### config.mk
export PLATFORM = sky130hd
export DESIGN_NAME = instruction_prefetcher
export DESIGN_NICKNAME = d
export VERILOG_FILES = /design/src/rtl/fetch_pkg.sv /design/src/rtl/sync_fifo.sv /design/src/rtl/instruction_prefetcher.sv
export SDC_FILE = /design/constraint.sdc
export NUM_CORES = 1
export LEC_CHECK = 0
export BUFFER_PORTS_ARGS = -buffer_cell sky130_fd_sc_hd__buf_2
export CORE_MARGIN = 5
export CORE_UTILIZATION = 42
export CTS_CLUSTER_DIAMETER = 40
export DETAILED_ROUTE_END_ITERATION = 6
export PLACE_DENSITY = 0.7
export SYNTH_ARGS = -nofsm -noshare
export SYNTH_HDL_FRONTEND = slang
export SYNTH_SLANG_ARGS = --single-unit
export TNS_END_PERCENT = 30
### constraint.sdc
create_clock -name clk -period 5.85 [get_ports clk]
set_input_delay 0.2925 -clock clk [delete_from_list [all_inputs] [get_ports clk]]
set_output_delay 0.2925 -clock clk [all_outputs]
set_load 0.01 [all_outputs]
### src/rtl/fetch_pkg.sv
// Shared definitions for the instruction prefetcher.
//   - Default widths and depths used as parameter defaults by the top.
//   - fetch_entry_t: one prefetched instruction together with the address it came from.
//   - fetch_state_t: issue state of the prefetcher (RUN issuing, HOLD paused).
package fetch_pkg;

    localparam int ADDR_W_DEF  = 8;
    localparam int INSTR_W_DEF = 32;
    localparam int DEPTH_DEF   = 4;
    localparam int MEM_LAT_DEF = 1;

    typedef struct packed {
        logic [INSTR_W_DEF-1:0] instr;
        logic [ADDR_W_DEF-1:0]  addr;
    } fetch_entry_t;

    typedef enum logic {
        RUN  = 1'b0,
        HOLD = 1'b1
    } fetch_state_t;

endpackage

### src/rtl/sync_fifo.sv
// Synchronous FIFO with push/pop/flush, used as the prefetch buffer.
// Ports:
//   clk      rising-edge clock
//   rst      synchronous reset, active-low
//   i_push   write i_wdata at the tail
//   i_pop    drop the head entry (ignored when empty)
//   i_flush  discard all contents (wins over push/pop)
//   i_wdata  entry to write
//   o_rdata  head entry, visible combinationally
//   o_count  number of stored entries
//   o_empty  no entries stored
//   o_full   DEPTH entries stored
module sync_fifo #(
    parameter int WIDTH = 40,
    parameter int DEPTH = 4
) (
    input  logic                     clk,
    input  logic                     rst,
    input  logic                     i_push,
    input  logic                     i_pop,
    input  logic                     i_flush,
    input  logic [WIDTH-1:0]         i_wdata,
    output logic [WIDTH-1:0]         o_rdata,
    output logic [$clog2(DEPTH):0]   o_count,
    output logic                     o_empty,
    output logic                     o_full
);

    localparam int PTR_W = $clog2(DEPTH);
    localparam int CNT_W = PTR_W + 1;

    logic [WIDTH-1:0] r_mem [DEPTH];
    logic [PTR_W-1:0] r_wr_ptr;
    logic [PTR_W-1:0] r_rd_ptr;
    logic [CNT_W-1:0] r_count;

    logic w_do_push;
    logic w_do_pop;
    logic w_wr_en;

    assign o_empty   = (r_count == '0);
    assign o_full    = (r_count == CNT_W'(DEPTH));
    assign o_count   = r_count;

    // A full FIFO still accepts a push when the head leaves on the same edge.
    assign w_do_push = i_push && (!o_full || i_pop);
    assign w_do_pop  = i_pop && !o_empty;
    assign w_wr_en   = rst && !i_flush && w_do_push;

    // The head must be visible in the cycle after it lands, so the read is
    // taken straight from the array rather than through an output register.
    assign o_rdata = r_mem[r_rd_ptr];

    always_ff @(posedge clk) begin
        if (w_wr_en) begin
            r_mem[r_wr_ptr] <= i_wdata;
        end
    end

    always_ff @(posedge clk) begin
        if (!rst || i_flush) begin
            r_wr_ptr <= '0;
            r_rd_ptr <= '0;
            r_count  <= '0;
        end else begin
            if (w_do_push) begin
                r_wr_ptr <= r_wr_ptr + 1'b1;
            end
            if (w_do_pop) begin
                r_rd_ptr <= r_rd_ptr + 1'b1;
            end
            r_count <= r_count + CNT_W'(w_do_push) - CNT_W'(w_do_pop);
        end
    end

endmodule

### src/rtl/instruction_prefetcher.sv
// Instruction prefetcher: streams instructions from a synchronous ROM into a
// prefetch FIFO and hands them to the decoder with a valid/ready handshake.
// A redirect (parallelFlag) reloads the PC and flushes every stale fetch.
// Ports:
//   clk                rising-edge clock
//   rst                synchronous reset, active-low
//   fetchEnable        1 = issue ROM reads; in-flight reads land regardless
//   parallelFlag       redirect request, sampled each cycle
//   parallelAddress    redirect target
//   memRead            ROM read strobe
//   memAddress         ROM read address (current PC)
//   memData            ROM data, valid MEM_LAT cycles after memRead
//   readyFlag          instructionOutput valid
//   instrReady         consumer accepts this cycle
//   instructionOutput  head-of-FIFO instruction (0 when empty)
//   instrAddress       fetch address of the head instruction (0 when empty)
module instruction_prefetcher
    import fetch_pkg::*;
#(
    parameter int                ADDR_W     = ADDR_W_DEF,
    parameter int                INSTR_W    = INSTR_W_DEF,
    parameter int                DEPTH      = DEPTH_DEF,
    parameter int                MEM_LAT    = MEM_LAT_DEF,
    parameter logic [ADDR_W-1:0] START_ADDR = '0
) (
    input  logic               clk,
    input  logic               rst,
    input  logic               fetchEnable,
    input  logic               parallelFlag,
    input  logic [ADDR_W-1:0]  parallelAddress,
    output logic               memRead,
    output logic [ADDR_W-1:0]  memAddress,
    input  logic [INSTR_W-1:0] memData,
    output logic               readyFlag,
    input  logic               instrReady,
    output logic [INSTR_W-1:0] instructionOutput,
    output logic [ADDR_W-1:0]  instrAddress
);

    localparam int CNT_W   = $clog2(DEPTH) + 1;
    localparam int SUM_W   = $clog2(DEPTH + MEM_LAT + 1) + 1;
    localparam int ENTRY_W = INSTR_W + ADDR_W;

    fetch_state_t r_state;
    fetch_state_t w_state_next;

    logic [ADDR_W-1:0] r_pc;
    logic              r_pipe_valid [MEM_LAT];
    logic [ADDR_W-1:0] r_pipe_addr  [MEM_LAT];
    logic              w_valid_next [MEM_LAT];
    logic [ADDR_W-1:0] w_addr_next  [MEM_LAT];

    logic [SUM_W-1:0]   w_inflight;
    logic               w_credit_ok;
    logic               w_can_run;
    logic               w_issue;
    logic               w_land;
    logic               w_push;
    logic               w_pop;
    logic [ENTRY_W-1:0] w_fifo_wdata;
    logic [ENTRY_W-1:0] w_fifo_rdata;
    logic [CNT_W-1:0]   w_fifo_count;
    logic               w_fifo_empty;
    logic               w_fifo_full;

    // Reads already issued but not yet landed still need a FIFO slot, so they
    // are counted against the credit together with the stored entries.
    always_comb begin
        w_inflight = '0;
        for (int k = 0; k < MEM_LAT; k++) begin
            w_inflight = w_inflight + SUM_W'(r_pipe_valid[k]);
        end
    end

    assign w_credit_ok = (SUM_W'(w_fifo_count) + w_inflight) < SUM_W'(DEPTH);
    assign w_can_run   = rst && fetchEnable && !parallelFlag && w_credit_ok;

    // Issue decision and RUN/HOLD tracking. A redirect is a one-cycle action:
    // no read that cycle, and the next cycle starts from RUN again.
    always_comb begin
        w_state_next = r_state;
        w_issue      = 1'b0;
        case (r_state)
            RUN: begin
                w_issue = w_can_run;
                if (!w_can_run) begin
                    w_state_next = HOLD;
                end
            end
            HOLD: begin
                w_issue = w_can_run;
                if (w_can_run) begin
                    w_state_next = RUN;
                end
            end
            default: begin
                w_state_next = RUN;
            end
        endcase
        if (parallelFlag) begin
            w_state_next = RUN;
        end
    end

    always_ff @(posedge clk) begin
        if (!rst) begin
            r_state <= RUN;
        end else begin
            r_state <= w_state_next;
        end
    end

    always_ff @(posedge clk) begin
        if (!rst) begin
            r_pc <= START_ADDR;
        end else if (parallelFlag) begin
            r_pc <= parallelAddress;
        end else if (w_issue) begin
            r_pc <= r_pc + 1'b1;
        end
    end

    // Latency pipe: stage 0 records the read issued this cycle; the last
    // stage lines up with memData coming back from the ROM.
    genvar gi;
    generate
        for (gi = 0; gi < MEM_LAT; gi++) begin : g_pipe
            if (gi == 0) begin : g_head
                assign w_valid_next[gi] = w_issue;
                assign w_addr_next[gi]  = r_pc;
            end else begin : g_tail
                assign w_valid_next[gi] = r_pipe_valid[gi-1];
                assign w_addr_next[gi]  = r_pipe_addr[gi-1];
            end
        end
    endgenerate

    always_ff @(posedge clk) begin
        if (!rst || parallelFlag) begin
            for (int k = 0; k < MEM_LAT; k++) begin
                r_pipe_valid[k] <= 1'b0;
                r_pipe_addr[k]  <= '0;
            end
        end else begin
            for (int k = 0; k < MEM_LAT; k++) begin
                r_pipe_valid[k] <= w_valid_next[k];
                r_pipe_addr[k]  <= w_addr_next[k];
            end
        end
    end

    // Data returning during a redirect belongs to the old stream and is dropped.
    assign w_land       = r_pipe_valid[MEM_LAT-1];
    assign w_push       = w_land && !parallelFlag;
    assign w_pop        = readyFlag && instrReady;
    assign w_fifo_wdata = {memData, r_pipe_addr[MEM_LAT-1]};

    sync_fifo #(
        .WIDTH (ENTRY_W),
        .DEPTH (DEPTH)
    ) u_fifo (
        .clk     (clk),
        .rst     (rst),
        .i_push  (w_push),
        .i_pop   (w_pop),
        .i_flush (parallelFlag),
        .i_wdata (w_fifo_wdata),
        .o_rdata (w_fifo_rdata),
        .o_count (w_fifo_count),
        .o_empty (w_fifo_empty),
        .o_full  (w_fifo_full)
    );

    // The credit check must make an overflowing push impossible.
    assert property (@(posedge clk) disable iff (!rst)
                     !(w_push && w_fifo_full && !w_pop));

    assign memRead           = w_issue;
    assign memAddress        = r_pc;
    assign readyFlag         = !w_fifo_empty;
    assign instructionOutput = readyFlag ? w_fifo_rdata[ENTRY_W-1:ADDR_W] : '0;
    assign instrAddress      = readyFlag ? w_fifo_rdata[ADDR_W-1:0] : '0;

endmodule

* After elaboration in Yosys (flattened, before gate mapping) *
Memory sizes are Yosys's and may differ from the RTL's. A register that Yosys moved wholly into a read port is not among the register bits.
Index checks and enable logic that the tools add are counted.

word-level totals
  register bits = 15
  memories kept = 3
  output and inout port bits = 50
  word-level logic and storage cells = 49
  input bits = 45
  memory bits (writable) = 169

memory list
  name          depth  bits a word  rd ports  clocked after memory_dff  wr ports  line                          text
  u_fifo.r_mem  4      40           1         1                         1         sync_fifo.sv:32               logic [WIDTH-1:0] r_mem [DEPTH];
  r_pipe_addr   1      8            1         0                         1         instruction_prefetcher.sv:49  logic [ADDR_W-1:0] r_pipe_addr [MEM_LAT];
  r_pipe_valid  1      1            1         0                         1         instruction_prefetcher.sv:48  logic r_pipe_valid [MEM_LAT];

cells by class
  mux-type cells = 15
  add/subtract/negate cells = 6
  eq/ne operators = 1
  reductions and logical operators = 19
  $lt $le $gt $ge = 1

operators with widths
  operator                                             number
  2-to-1 mux 32 bit                                    1
  2-to-1 mux 8 bit                                     4
  logical AND 1 bit                                    9
  adder 8 x 1 -> 8 bit (second input constant)         1
  2-to-1 mux 1 bit                                     8
  OR reduction 8 bit                                   1
  adder 2 x 1 -> 2 bit (second input constant)         2
  adder 3 x 1 -> 4 bit                                 1
  logical NOT 1 bit                                    4
  < comparator 4 x 3 -> 1 bit (second input constant)  1
  2-to-1 mux 2 bit                                     2
  adder 3 x 1 -> 3 bit                                 1
  == test 3 bit (second input constant)                1
  logical NOT 3 bit                                    1
  subtractor 3 x 1 -> 3 bit                            1
  logical OR 1 bit                                     2
  nonzero test 2 bit                                   1
  OR reduction 1 bit                                   1

* Logic depth before layout (Yosys ltp) *
Gate-level depths: netlist (run 1).

  depth in word-level cells = 8
  gate-level depth with buffers = 10

* By module *
From an unflattened synthesis (run 1), not the netlist that was laid out.

second synthesis, totals
  cell total of the unflattened synthesis = 385
  area, all modules = 7243.2 µm²

by module, submodules not included
  module                  cells each  instances  area each (µm²)
  sync_fifo               262         1          6246.0
  instruction_prefetcher  123         1          997.2

* Least setup slack after synthesis (run 1) *
No wires, ideal clock.

  path type = flip-flop to flip-flop
  from = register u_fifo.r_count[1], in the netlist u_fifo.o_count[1]
  to = register u_fifo.r_count[2], in the netlist u_fifo.o_count[2]
  buffers on the path = 1
  setup slack = 3.626 ns
  required time = 5.722 ns
  stages on the path, launching flop included = 11
  arrival time = 2.097 ns
  clock period less this slack = 2.224 ns
  cells stage by stage = dfxtp_1 or3_1 clkbuf_1 and2_1 ha_1 inv_1 ha_1 inv_1 fa_1 xnor2_1 nor2_1

between the ends
  elaborated cells between the ends (all ways) = 10
  classes of those cells = add/sub (2); eq/ne (1); reduce/logical (7)

RTL lines
  element                      line                                            text
  start, declared              sync_fifo.sv:35                                 logic [CNT_W-1:0] r_count;
  start signal, assigned       sync_fifo.sv:72                                 r_count <= r_count + CNT_W'(w_do_push) - CNT_W'(w_do_pop);
  logical NOT 3 bit *          sync_fifo.sv:41                                 assign o_empty = (r_count == '0);
  logical NOT 1 bit *          sync_fifo.sv:47, instruction_prefetcher.sv:180
  logical AND 1 bit            instruction_prefetcher.sv:155                   assign w_pop = readyFlag && instrReady;
  logical AND 1 bit *          sync_fifo.sv:47                                 assign w_do_pop = i_pop && !o_empty;
  net u_fifo.w_do_pop          sync_fifo.sv:38                                 logic w_do_pop;
  subtractor 3 x 1 -> 3 bit *  sync_fifo.sv:72

Mark *: on every way through the listed nets, which the timed path passes. The rest lies on a longest branch.
A chain may end at the register's enable or synchronous reset.

* Worst setup path after layout (run 1) *
Ends and elaborated chain as after synthesis.

==> impl_metrics.ini, run 1 <==
[logic_synthesis]
post_synth_fa_ha_maj_area_fraction = 0.0166
netlist_instances = 387
synth_cell_types = 38
yosys.area_share.simple = 0.0744
number_of_flops_mapped_to_enable_cells_by_yosys = 160
synth-seq-area-share = 0.737
ys_async_sr_fraction = 0
synth_fp_nets = 441
synthesis.yosys.warnings = 0
synth-xor-area-share = 0.00606
synth.largest_area_cell = sky130_fd_sc_hd__edfxtp_1
synth-compound-area-share = 0.0241
synth-seq-cells = 186
yosys.area.top_type_share = 0.665
synth_top_family_by_area = multiplexers
post_synth_mux_area_share = 0.127
synth.avg_cell_area_um2 = 18.7
yosys-top-cells-area = sky130_fd_sc_hd__edfxtp_1 (66%), sky130_fd_sc_hd__mux4_2 (12%), sky130_fd_sc_hd__dfxtp_1 (7.2%)
syn_area_um2 = 7230
yosys_most_used_dff = sky130_fd_sc_hd__edfxtp_1

[place]
detailed_place.area_um2 = 7920
hpwlAfterDp_um = 8430
number_of_input_and_output_port_buffers_inserted = 94
numPlacedInstances = 688
routabilityCongestion = 0.856

[critical_path]
crit_fanout = 43
critPathCaptureType = flip-flop
reg2regPathDepth = 10
worst_r2r_endpoint = u_fifo.o_count[2]
path_class = reg -> reg
critical_path.startpoint_type = flip-flop
worst-r2r-setup-slack_ps = 3290
critPathArrivalTime_ps = 2850
timing.rr.start = u_fifo.o_count[1]
worst_ep_required_time_ps = 6140
crit_start = u_fifo.o_count[1]

[route]
route.vias.total = 3727
drt_iter0_drc = 254
ant_nets = 0
firstDrtPassIters = 4
avgRoutedWirePerCell_um = 18.9
vias_cell = 5.16
detail_route.wirelength_um = 13700
route.detailed.drc = 0

[layout]
design_area_um2 = 8510
fillCellCount = 1433
multi_input_area_um2 = 1800
stdcell_count = 722
drive_gt1_frac = 0.343
register_area_um2 = 5330
area_growth_pct = 17.7
layout.cells.most_common_list = sky130_fd_sc_hd__edfxtp_1 (160), sky130_fd_sc_hd__buf_2 (94), sky130_fd_sc_hd__and2_1 (49)
finalNetCount = 536
layout.cells.most_common = sky130_fd_sc_hd__edfxtp_1

[sta]
fin_setup_tns_ps = 0
finalSetupViolCount = 0
timing.final.crit_share = 0.438
max_freq_ghz = 0.390
post-route-min-period_ps = 2560
tightest_slew_ps = 1130
finalHoldViolCount = 0
fin_skew_ps = 6.12
report.final.slew_viol_count = 0
max_slew_margin = 0.248
grt_setup_unrepaired = false

[floorplan]
start_util = 0.422
core_area_um2 = 17100
dieHeight_um = 141
floorplan.die_area_um2 = 19900
chipWidth_um = 141
core.rowCount = 48
num_io_pins = 95

[clock_network]
clock_insertion_delay_worst_skew_ps = 420
buffers_inserted_during_post_cts_setup_optimization = 0
numCtsBuffers = 17
ctsLongestPathBuffers = 2
clock-sinks = 186
clk_pin_slew_ps = 60
cts_htree_levels = 4
cts_hold_repair.buffers = 0
cts_resized = 0
cts_tree = yes
cts_root_buffer = sky130_fd_sc_hd__clkbuf_16

[worst_hold_path]
hold_path_end = u_fifo.r_mem[2][16]
hold_path_class = in -> reg
hp-start = memData[8]
whs_path_depth = 1

[global_routing]
grt_first_pass_wirelength_um = 22200
antenna_found_initial = 1
grt_max_degree = 44
globalRoute.totalOverflow = 0
first_global_vias = 4141
overall_global_routing_usage = 0.147

[run]
cap_viol_max_count = 0

[power]
leakagePower_uw = 0.00304
power.density_nw_per_um2 = 312
ir_drop_mv = 0.208

[outcome]
status = finished, final reports clean
[state kept, by name, indices dropped and copies added, names as in the netlist, named ones only]
signal / count
r_pipe_addr: 8
u_fifo.r_rd_ptr: 2
u_fifo.r_mem: 160
memAddress: 8
u_fifo.r_wr_ptr: 2
u_fifo.o_count: 3
r_pipe_valid: 1
[how the worst max path moves through the flow]
stage	end	slack [ps]	depth (start not counted)
after global routing	instrAddress[7]	3070	3
final	u_fifo.o_count[2]	3290	10
after CTS	instrAddress[7]	3180	3
after floorplan	u_fifo.o_count[2]	3630	10
after detailed placement	u_fifo.o_count[2]	3280	10
after global placement	u_fifo.o_count[2]	3390	10
[cell type report]
class                   count  area share
diodes                      2    0.000588
flip-flops and latches    186       0.626
repair buffers             95      0.0562
clock inverters             5     0.00323
well taps                 225      0.0331
multi-input cells         174       0.212
clock buffers              27      0.0653
inverters                   8     0.00353
[metal layers]
layer	routed length, µm	GRT usage	vias up	part of all wire
met5	0	0	-	0
met4	86	0.0418	0	0.0063
met3	680	0.0455	8	0.050
met2	7210	0.248	107	0.53
met1	5690	0.183	1906	0.42
li1	-	-	1706	-
[metrics by stage]
step	setup slack [ps]	power [µW]	hold WS, ps	util
floorplan	3630	1540	391	-
global placement	3390	1590	448	0.463
detailed placement	3280	1590	469	0.463
CTS	3180	2680	70.6	0.497
global route	3070	2760	64.9	0.497
finish	3290	2650	89.6	0.497
[synth_stat cells (3+ instances only)]
library cell / n
sky130_fd_sc_hd__and2_1: 53
sky130_fd_sc_hd__mux4_2: 40
sky130_fd_sc_hd__dfxtp_1: 26
sky130_fd_sc_hd__edfxtp_1: 160
sky130_fd_sc_hd__xnor2_1: 4
sky130_fd_sc_hd__nand4_1: 3
sky130_fd_sc_hd__ha_1: 8
sky130_fd_sc_hd__clkbuf_1: 14
sky130_fd_sc_hd__buf_2: 5
sky130_fd_sc_hd__nor2b_1: 3
sky130_fd_sc_hd__o21ai_0: 8
sky130_fd_sc_hd__inv_1: 8
sky130_fd_sc_hd__nand2_1: 4
sky130_fd_sc_hd__nor2_1: 14
sky130_fd_sc_hd__nand3_1: 6
sky130_fd_sc_hd__a31oi_1: 4
[cell families after synthesis]
| group | count (synthesis) |
|---|---|
| adder cells (fa/ha/maj) | 9 |
| AND/OR/NAND/NOR | 93 |
| AO/OA/AOI/OAI | 25 |
| multiplexers | 42 |
| buffers and inverters | 27 |
| XOR/XNOR | 5 |
| flip-flops | 186 |
[critical path: stages (launching register included)]
cell,delay (ps)
sky130_fd_sc_hd__dfxtp_1,380
sky130_fd_sc_hd__or3_1,390
sky130_fd_sc_hd__buf_4,280
sky130_fd_sc_hd__and2_1,240
sky130_fd_sc_hd__ha_1,290
sky130_fd_sc_hd__inv_1,60
sky130_fd_sc_hd__ha_1,140
sky130_fd_sc_hd__inv_1,50
sky130_fd_sc_hd__fa_1,380
sky130_fd_sc_hd__xnor2_1,180
sky130_fd_sc_hd__nor2_1,60
[report_power, final]
group | internal [µW] | switching [µW] | leakage [µW]
registers | 1450 | 13.8 | 0.00170
clock network | 650 | 441 | 0.000288
logic | 45.1 | 57.3 | 0.00106
No activity file was read; power rests on OpenSTA's default activity.
==> run 2: changes to the inputs <==
--- a/config.mk
+++ b/config.mk
@@ -10,7 +10,7 @@
 export CORE_UTILIZATION = 42
 export CTS_CLUSTER_DIAMETER = 40
 export DETAILED_ROUTE_END_ITERATION = 6
-export PLACE_DENSITY = 0.7
+export PLACE_DENSITY = 0.72
 export SYNTH_ARGS = -nofsm -noshare
 export SYNTH_HDL_FRONTEND = slang
 export SYNTH_SLANG_ARGS = --single-unit
==> constraint.sdc (replaced) <==
create_clock -name clk -period 2.1 [get_ports clk]
set_input_delay 0.105 -clock clk [delete_from_list [all_inputs] [get_ports clk]]
set_output_delay 0.105 -clock clk [all_outputs]
set_load 0.01 [all_outputs]
==> run 2 against run 1 <==
Effect of this change:
- clock-buffer cell count shrank 10
- flip-flop and latch count is the same
- global-route usage is essentially flat
- sequential share of layout area shrank 4.1 points
- die area is the same
- total power grew to 2.8 times the previous value
- final area grew 7.2%
- first-iteration DRC count shrank 7.5%
- cell count grew 6.8%
- utilization grew 3.6 points
- clock skew grew 2.5 ps
==> impl_metrics.ini, run 2 (synthesis results as in run 1) <==
[power]
comb_power_share = 0.049
leakagePower_uw = 0.00329
design_internal_power_uw = 5990
power.density_nw_per_um2 = 828
p_clk_frac = 0.414
ir_drop_mv = 0.524
power.sequential.fraction = 0.537
power.switching_uw = 1570
sw_frac = 0.207

[clock_network]
clk_pin_slew_ps = 70
cts_htree_levels = 4
ctsLongestPathBuffers = 2
clock-sinks = 186
numCtsBuffers = 17
clock_insertion_delay_worst_skew_ps = 420
cts_root_buffer = sky130_fd_sc_hd__clkbuf_16
cts_tree = yes

[route]
route.vias.total = 3956
route.detailed.drc = 0
drt_iter0_drc = 235
avgRoutedWirePerCell_um = 18.1
detail_route.wirelength_um = 14000
ant_nets = 0
firstDrtPassIters = 4
vias_cell = 5.13

[global_routing]
antenna_found_initial = 1
grt_first_pass_wirelength_um = 22500
first_global_vias = 4252
grt_max_degree = 43
globalRoute.totalOverflow = 0
overall_global_routing_usage = 0.147

[sta]
hold_slack_ps = 27.1
post-route-min-period_ps = 2040
max_freq_ghz = 0.490
max_slew_margin = 0.667
timing.final.crit_share = 0.971
report.final.slew_viol_count = 0
fin_skew_ps = 8.61
finalHoldViolCount = 0
finalSetupViolCount = 0
grt_setup_unrepaired = false
fin_setup_tns_ps = 0
tightest_slew_ps = 499

[run]
cap_viol_max_count = 0

[layout]
largest_register_ff_count = 160
registers.top_by_ff_count = u_fifo.r_mem
area_growth_pct = 26.2
layout.cells.most_common = sky130_fd_sc_hd__edfxtp_1
fillCellCount = 1370
register_area_um2 = 5340
layout.cells.most_common_list = sky130_fd_sc_hd__edfxtp_1 (160), sky130_fd_sc_hd__buf_2 (94), sky130_fd_sc_hd__and2_1 (47)
multi_input_area_um2 = 1830
drive_gt1_frac = 0.352
finalNetCount = 586
design_area_um2 = 9120

[critical_path]
crit_fanout = 4
timing.critical_path.mode_cell = sky130_fd_sc_hd__inv_1
reg2regPathDepth = 8
critPathArrivalTime_ps = 2350
path_class = reg -> reg
critPathCaptureType = flip-flop
critical-path-max-stage-delay_ps = 510
timing.rr.start = u_fifo.o_count[2]
crit_path_cell_trace = or3_4 > and2_4 > ha_4 > inv_1 > ha_1 > inv_1 > fa_2 > nor2_1
critical_path.startpoint_type = flip-flop
slowest_stage = sky130_fd_sc_hd__fa_2
worst_r2r_endpoint = u_fifo.o_count[1]
worst_ep_required_time_ps = 2410
worst-r2r-setup-slack_ps = 60

[worst_hold_path]
hp-start = rst
whs_path_depth = 3
hold_path_class = in -> reg
hold_path_end = memAddress[1]

[floorplan]
core_area_um2 = 17100
start_util = 0.422
dieHeight_um = 141
chipWidth_um = 141
floorplan.die_area_um2 = 19900
num_io_pins = 95
core.rowCount = 48

[place]
routabilityCongestion = 0.831
detailed_place.area_um2 = 8090
number_of_input_and_output_port_buffers_inserted = 94
hpwlAfterDp_um = 8610

[outcome]
status = finished, final reports clean
run 2: cell count changes in the layout (fill, tap and decap cells not counted), sizes merged:
cell | before | now
buf | 95 | 107
bufinv | 0 | 2
clkbuf | 27 | 17
clkinv | 3 | 7
clkinvlp | 1 | 3
diode | 2 | 1
dlygate4sd3 | 0 | 38
inv | 9 | 11
run 2: worst max path at each step:
stage,depth (start not counted),to,from,slack [ps]
floorplan,3,u_fifo.r_mem[0][0],u_fifo.o_count[0],20
global placement,8,u_fifo.o_count[1],u_fifo.o_count[2],120
detailed placement,8,u_fifo.o_count[1],u_fifo.o_count[2],60
CTS,4,instrAddress[4],flip-flop,40
global route,4,instrAddress[4],flip-flop,0.5
finish,8,u_fifo.o_count[1],u_fifo.o_count[2],60
run 2: through the flow:
| stage | util | std cells | worst slack [ps] | total power (µW) |
|---|---|---|---|---|
| final | 0.533 | 771 | 60.9 | 7550 |
| after global routing | 0.533 | 771 | 0.460 | 7820 |
| after CTS | 0.532 | 769 | 42.5 | 7630 |
| after detailed placement | 0.473 | 698 | 63.6 | 4450 |
| after global placement | 0.473 | 698 | 115 | 4430 |
| after floorplan | - | 387 | 20.0 | 4290 |
run 2: final cells by class:
class                   instances  share of cell area
flip-flops and latches        186               0.585
multi-input cells             174               0.200
repair buffers                145               0.115
clock buffers                  17              0.0466
well taps                     225              0.0309
clock inverters                15              0.0184
inverters                       8             0.00329
diodes                          1            0.000274
run 2: power groups by stage:
stage               combinational [µW]  clock (µW)  sequential (µW)
global route                       406        3360             4060
finish                             367        3130             4060
floorplan                          152           0             4140
global placement                   298           0             4140
detailed placement                 309           0             4140
CTS                                370        3200             4060
run 2: repair_timing:
item	4_1_cts	5_1_grt
gates cloned	1	0
pin swaps	0	1
hold buffers	38	0
hold endpoints to repair	134	0
resized for setup	2	3
buffers inserted	0	1
setup endpoints to repair	10	2
run 2: worst max-delay path: cells and delay by family, from the launching register on:
| family | cells | cell delay (ps) |
|---|---|---|
| adders and majority gates | 3 | 880 |
| buffers and inverters | 2 | 110 |
| DFF | 1 | 360 |
| and+or+nand+nor | 3 | 580 |
run 2: per-layer routing:
layer / part of all wire / global-route usage / vias up / wire (µm)
li1: - / - / 1811 / -
met1: 0.42 / 0.181 / 2037 / 5910
met2: 0.52 / 0.254 / 95 / 7210
met3: 0.049 / 0.0407 / 13 / 691
met4: 0.012 / 0.0408 / 0 / 170
met5: 0 / 0 / - / 0
